**config.mk**
```make
export PLATFORM = sky130hd
export DESIGN_NAME = equiv_stim_driver
export DESIGN_NICKNAME = d
export VERILOG_FILES = /design/src/rtl/equiv_stim_driver.sv
export SDC_FILE = /design/constraint.sdc
export NUM_CORES = 1
export LEC_CHECK = 0
export CAP_MARGIN = 0
export CORE_ASPECT_RATIO = 1.1
export CORE_UTILIZATION = 39
export CTS_CLUSTER_DIAMETER = 80
export CTS_CLUSTER_SIZE = 28
export DETAILED_ROUTE_END_ITERATION = 10
export MAX_ROUTING_LAYER = met4
export PLACE_DENSITY = 0.77
export RECOVER_POWER = 50
export REMOVE_ABC_BUFFERS = 1
export SETUP_SLACK_MARGIN = 0.1
export SYNTH_ARGS = -nofsm -noshare
export SYNTH_HDL_FRONTEND = slang
export SYNTH_SLANG_ARGS = --single-unit
export TNS_END_PERCENT = 30
```
**constraint.sdc**
```tcl
create_clock -name clk -period 2.2 [get_ports clk]
set_input_delay 0.44 -clock clk [delete_from_list [all_inputs] [get_ports clk]]
set_output_delay 0.44 -clock clk [all_outputs]
set_load 0.02 [all_outputs]
```
**src/rtl/equiv_stim_driver.sv**
```systemverilog
// equiv_stim_driver: LFSR stimulus source and y_1/y_2 mismatch collector; EQUIV_DIFF_CAPTURE_EN adds first-fail diff/vector capture
module equiv_stim_driver #(
  parameter logic [88:0] SEED = 89'h1,
  parameter int WARMUP = 4,
  parameter int NUM_VECTORS = 1024,
  parameter int Y_W = 91
) (
  input  logic              clk,
  input  logic              rst_n,
  input  logic              start,
  input  logic              stop,
  input  logic [Y_W-1:0]    y_1,
  input  logic [Y_W-1:0]    y_2,
  output logic [21:0]       wire0,
  output logic [17:0]       wire1,
  output logic [21:0]       wire2,
  output logic signed [20:0] wire3,
  output logic              busy,
  output logic              done,
  output logic              pass,
  output logic [15:0]       mismatch_cnt,
  output logic              first_fail_valid,
`ifdef EQUIV_DIFF_CAPTURE_EN
  output logic [15:0]       first_fail_idx,
  output logic [Y_W-1:0]    fail_diff,
  output logic [82:0]       fail_vec
`else
  output logic [15:0]       first_fail_idx
`endif
);
  typedef enum logic [1:0] {IDLE, WARM, RUN, DONE} state_t;
  localparam logic [88:0] S0 = (SEED == '0) ? 89'h1 : SEED;
  localparam logic [7:0] WL = 8'((WARMUP > 0) ? WARMUP - 1 : 0);
  localparam logic [15:0] NL = 16'(NUM_VECTORS - 1);
  state_t st, nxt;
  logic [88:0] s;
  logic [7:0] wcnt;
  logic [15:0] idx;
  logic go, step, miss;
  assign go = !stop && start && (st == IDLE || st == DONE);
  assign step = !stop && (st == WARM || st == RUN);
  assign miss = st == RUN && y_1 != y_2;
  assign wire0 = s[21:0];
  assign wire1 = s[39:22];
  assign wire2 = s[61:40];
  assign wire3 = $signed(s[82:62]);
  // state register
  always_ff @(posedge clk)
    if (!rst_n) st <= IDLE;
    else st <= nxt;
  // next state and status outputs; stop overrides everything
  always_comb begin
    nxt = st;
    busy = st == WARM || st == RUN;
    done = st == DONE;
    pass = st == DONE && mismatch_cnt == '0;
    if (stop) nxt = IDLE;
    else if (go) nxt = WARMUP == 0 ? RUN : WARM;
    else if (st == WARM && wcnt == WL) nxt = RUN;
    else if (st == RUN && idx == NL) nxt = DONE;
  end
  // LFSR stepping, warmup/run counters and mismatch bookkeeping
  always_ff @(posedge clk) begin
    if (!rst_n) begin
      s <= '0;
      wcnt <= '0;
      idx <= '0;
      mismatch_cnt <= '0;
      first_fail_valid <= 1'b0;
      first_fail_idx <= '0;
    end else if (go) begin
      s <= S0;
      wcnt <= '0;
      idx <= '0;
      mismatch_cnt <= '0;
      first_fail_valid <= 1'b0;
      first_fail_idx <= '0;
    end else if (step) begin
      s <= {s[87:0], s[88] ^ s[37]};
      wcnt <= st == WARM ? wcnt + 8'd1 : wcnt;
      idx <= st == RUN ? idx + 16'd1 : idx;
      if (miss) begin
        mismatch_cnt <= mismatch_cnt == 16'hFFFF ? mismatch_cnt : mismatch_cnt + 16'd1;
        if (!first_fail_valid) begin
          first_fail_valid <= 1'b1;
          first_fail_idx <= idx;
        end
      end
    end
  end
`ifdef EQUIV_DIFF_CAPTURE_EN
  // latch the first differing output pattern and the vector that produced it
  always_ff @(posedge clk) begin
    if (!rst_n || go) begin
      fail_diff <= '0;
      fail_vec <= '0;
    end else if (step && miss && !first_fail_valid) begin
      fail_diff <= y_1 ^ y_2;
      fail_vec <= s[82:0];
    end
  end
`endif
endmodule

```
# Yosys cells after proc, flatten, opt, wreduce, memory -nomap -nowiden

Cells that the tools add are included.

Bitwise operators: 4
Eq/ne operators: 7
Reductions and logical operators: 23
Muxes and demuxes: 5
Add/sub/neg operators: 3

Operators by type and width:

| cell                    | number |
|---|---|
| $ne A91 B91 Y1          | 1 |
| $add A16 B1 Y16 const B | 2 |
| $eq A16 B10 Y1 const B  | 1 |
| $eq A16 B16 Y1 const B  | 1 |
| $logic_not A16 Y1       | 1 |
| $add A8 B1 Y8 const B   | 1 |
| $eq A8 B2 Y1 const B    | 1 |
| $logic_and A1 B1 Y1     | 7 |
| $reduce_and A2 Y1       | 3 |
| $reduce_and A3 Y1       | 2 |
| $eq A2 B2 Y1 const B    | 2 |
| $mux W2                 | 2 |
| $reduce_bool A2 Y1      | 2 |
| $reduce_or A2 Y1        | 2 |
| $mux W1                 | 3 |
| $not A1 Y1              | 3 |
| $reduce_bool A3 Y1      | 1 |
| $reduce_or A3 Y1        | 1 |
| $eq A2 B1 Y1 const B    | 1 |
| $logic_not A2 Y1        | 1 |
| $logic_or A1 B1 Y1      | 2 |
| $logic_not A1 Y1        | 1 |
| $xor A1 B1 Y1           | 1 |

Logic and storage cells: 51
Bits of input ports: 186
Bits in registers: 148
Output and inout port bits: 119

# Depth between registers and ports, before layout

Gate-level depths: netlist of run 1.

Depth after elaboration: 5
Gate-level depth with buffers: 9
Gate-level depth less buffers: 9

# Least setup slack after synthesis of run 1

OpenSTA, ideal clock, no wires.

Path type: reg-to-reg
From: register st[0]
To: register mismatch_cnt[15]
Setup time: 0.116 ns
Buffers on the path: 0
Clock period less this slack: 2.192 ns
Data required time: 2.084 ns
Slack: 0.008 ns
Stages on the path, launching flop included: 9
Data arrival time: 2.076 ns
Cell sequence: dfxtp_1 > inv_1 > ha_1 > nor3b_4 > o41ai_4 > or3b_4 > a21oi_2 > a21oi_1 > a31o_1

Word-level cells in the longest chain between the ends: 4
Elaborated cells between the ends (all ways): 11
Those cells by class: eq/ne (3); reduce/logical (8)

RTL lines:

| item                                                                   | line   | RTL |
|---|---|---|
| from (decl)                                                            | 35     | `state_t st, nxt;` |
| from (signal assigned)                                                 | 50     | `else st <= nxt;` |
| $eq A2 B1 Y1, or another cell as far along                             | 41     | `assign step = !stop && (st == WARM \|\| st == RUN);` |
| $logic_or A1 B1 Y1, on equally long branches                           | 41, 40 |  |
| $logic_and A1 B1 Y1, on equally long branches                          | 41, 40 |  |
| $reduce_and A3 Y1 (no line) / $reduce_or A2 Y1 (equally long branches) | --     |  |
| to (signal assigned)                                                   | 83     | `mismatch_cnt <= mismatch_cnt == 16'hFFFF ? mismatch_cnt : mismatch_cnt + 16'd1;` |
| to (decl)                                                              | 21     | `output logic [15:0] mismatch_cnt,` |

Parallel ways exist; a longest one is shown, timed or not.
A chain may end at the register's enable or synchronous reset.

# Worst setup path in the final report of run 1

From: input port stop
To: register mismatch_cnt[15]

Word-level cells in the longest chain between the ends: 4
Elaborated cells between the ends (all ways): 6
Those cells by class: reduce/logical (6)

RTL lines:

| item                             | line   | RTL |
|---|---|---|
| from (decl)                      | 11     | `input logic stop,` |
| $logic_not A1 Y1 (*)             | 40, 41 |  |
| $logic_and A1 B1 Y1 (2 in a row) | 40     | `assign go = !stop && start && (st == IDLE \|\| st == DONE);` |
| $reduce_or A2 Y1 (no line)       | --     |  |

Every way passes the cells marked *; elsewhere a longest branch is shown, timed or not.

==> results.ini, run 1 <==
[power_and_ir_drop]
p_per_area_nw_per_um2=551.4
ir_drop_mv=0.5365
leakagePower_nw=4.850

[yosys]
yosys_most_used_dff=dfxtp_1
mappedNetlistArea_sq_um=7343
syn_avg_cell_area_sq_um=8.298
ys_ff_latch=148
synth.area.top_cells=dfxtp_1 (40%), xor2_1 (11%), nand2_1 (10%), buf_4 (8.6%), a21oi_1 (6.7%)
synth_seq_area_share=0.4035
synth_common_cells=nand2_1 (201), dfxtp_1 (148), a21oi_1 (99)
synth_most_common_cell=nand2_1
yosysTopAreaCellShare=0.4035
yosys_warnings=0
syn_inst=885
synth.distinct_cells=47
yosys.area.top_type=dfxtp_1
synth-edff-count=0
async_flop_share=0

[critical_path]
worst-path-buf-inv=2
slowest_stage=clkdlybuf4s50_1
slowest_delay_ns=0.59
crit_family=buffers and inverters
crit_path_cell_trace=clkdlybuf4s50_1, nor3b_4, buf_4, o41ai_4, or3b_4, a21oi_2, a21oi_1, a31o_1
path_class=in2reg
worstPathMaxFanout=6
worstSetupEndpointType=flop
critPathArrivalTime_ns=2.46
crit_path_start_kind=primary input
cp.required_ns=2.52

[drt]
num_vias=6788
first_pass_iters=4
wl_per_cell_um=16.16
post-route-drc-count=0
ant_nets=0
dr.first_iter.drc_count=404
avgViaCountPerCell=4.849
wl_um=22620

[global_route]
grt_pass1_vias=6446
grt_overflow=0
grt_pass1_wl_um=34110
antenna_found_initial=9
grt_util_all_layers=0.2328
grt_max_degree=89

[clock_tree]
clock_sinks=148
clock_path_buffers=2
cts_tree=built
htree_levels=4
cts_buffers=17
path_clk_slew_ns=0.06
clk_latency_ns=0.42
ctsHoldBuffers=0
root_buffer=clkbuf_16

[die]
die_area_sq_um=19380
die_y_um=145.9
start_util=0.3988
pin_count=305
die_w_um=132.8
rows=52
core_region_area_sq_um=18410

[timing]
fin_crit_ns=2.141
slew_viol_final=0
finClkSkew_ns=0.006038
setup_tns_ns=0
hold_viol=0
max_freq_mhz=467.1
rsz0062_at_grt=yes
setup_viol_count_final=0
tightest_slew_ns=0.9702
relSlewSlack=0.3532
min_period_over_period=0.9731

[layout]
drive_above_1_share=0.1385
area_growth_pct=51.03
final_cells=1400
layout.nets=1328

[status]
status=finished clean

[min_path]
hold_class=reg2reg

[flow_run]
cap_violations=0

[placement]
dpl.cell_count=1347
portBuffers=304
dp_hpwl_um=16690
place_congestion=0.9547

worst register-to-register path, delay by kind of cell, from the launching register on:
kind	cells	cell delay (ns)
AOI/OAI and AO/OA	4	0.55
adders and majority gates	1	0.25
buffers and inverters	1	0.17
DFF	1	0.41
and+or+nand+nor	2	0.61
through the flow:
stage / instance area [sq um] / total power [W] / utilization / setup WS [ns] / hold slack [ns]
after global routing: 11090 / 0.006335 / 0.6023 / 0.006479 / 0.4763
after global placement: 10250 / 0.003414 / 0.5567 / -0.6349 / 0.4365
after CTS: 10860 / 0.006170 / 0.5900 / 0.06358 / 0.4529
after detailed placement: 10250 / 0.003423 / 0.5567 / -0.6949 / 0.4459
final: 11090 / 0.006115 / 0.6023 / 0.05920 / 0.4515
after floorplan: 6551 / 0.002947 / - / -3.874 / 0.4321
cell usage in the layout, fill, tap and decap left out, types with 3 or more instances in the layout:
master,instances
nand2_1,201
dfxtp_1,145
a21oi_1,98
dlygate4sd3_1,98
xor2_1,87
dlymetal6s2s_1,59
nor2_1,53
clkdlybuf4s50_1,47
dlygate4sd2_1,44
buf_4,36
clkbuf_2,32
xnor2_1,23
clkdlybuf4s15_1,22
mux2i_1,18
clkbuf_16,17
nand4_1,15
nor4_1,13
nand3_1,12
nor4_2,12
diode_2,9
inv_1,9
xor2_2,8
ha_1,6
o21ai_0,5
or3_1,5
a211oi_1,5
clkbuf_8,5
buf_12,5
and3_1,4
clkbuf_1,4
nor3_1,3
nand2b_1,3
clkinv_2,3
dfxtp_2,3
buf_6,3
routing by layer:
metal  global-route usage  vias up  routed length, um
li1                     -     3361                  -
met1               0.2793     3175               9817
met2               0.3579      197              10710
met3              0.07349       55               1349
met4              0.09828        0                743
met5                    -        -                  0
layout make-up:
cell class,count,area (sq um)
fillers,1601,7322
multi-input cells,607,3766
repair buffers,352,3422
flip-flops and latches,148,2967
clock buffers,25,505.5
well taps,243,304.0
clock inverters,7,70.07
inverters,9,33.78
diodes,9,22.52
report_power, final:
part | internal, W | leakage (nW) | total (W) | switching (W)
Clock | 0.00171 | 0.284 | 0.00280 | 0.00109
Combinational | 0.000336 | 3.37 | 0.000629 | 0.000292
Sequential | 0.00268 | 1.19 | 0.00269 | 0.00000285
sequential cells by signal (all words and copies together) (netlist names):
name / flops
st: 2
idx: 16
first_fail_valid: 1
mismatch_cnt: 16
wcnt: 8
first_fail_idx: 16
s: 89
timing repair:
item	4_1_cts	5_1_grt
pin swaps	44	59
buffers inserted	5	6
hold endpoints to repair	0	0
resized for setup	123	163
setup endpoints to repair	45	46
gates cloned	1	0
path summary, 6_finish.rpt:
kind,endpoint,slack [ns],startpoint,cells past startpoint
setup / recovery,mismatch_cnt[15],0.06,stop,8
hold / removal,s[87],0.45,s[86],2
setup reg to reg,mismatch_cnt[15],0.10,st[1],8
hold reg to reg,s[87],0.45,s[86],2
cell families after synthesis:
logic type      Yosys count  share of synthesized area
flops                   148                     0.4035
simple gates            337                     0.2046
compound gates          125                    0.09951
mux                      20                    0.02726
fa+ha+maj                 7                    0.01193
buf+inv                 130                     0.1125
xor+xnor                118                     0.1407
(Power assumes the default switching activity.)
==> inputs of run 2 (changes only) <==
--- a/config.mk
+++ b/config.mk
@@ -5,7 +5,7 @@
 export SDC_FILE = /design/constraint.sdc
 export NUM_CORES = 1
 export LEC_CHECK = 0
-export CAP_MARGIN = 0
+export CAP_MARGIN = 20
 export CORE_ASPECT_RATIO = 1.1
 export CORE_UTILIZATION = 39
 export CTS_CLUSTER_DIAMETER = 80
==> results of run 2 <==
Same layout as run 1: the final DEF is identical, and so are final timing and power.
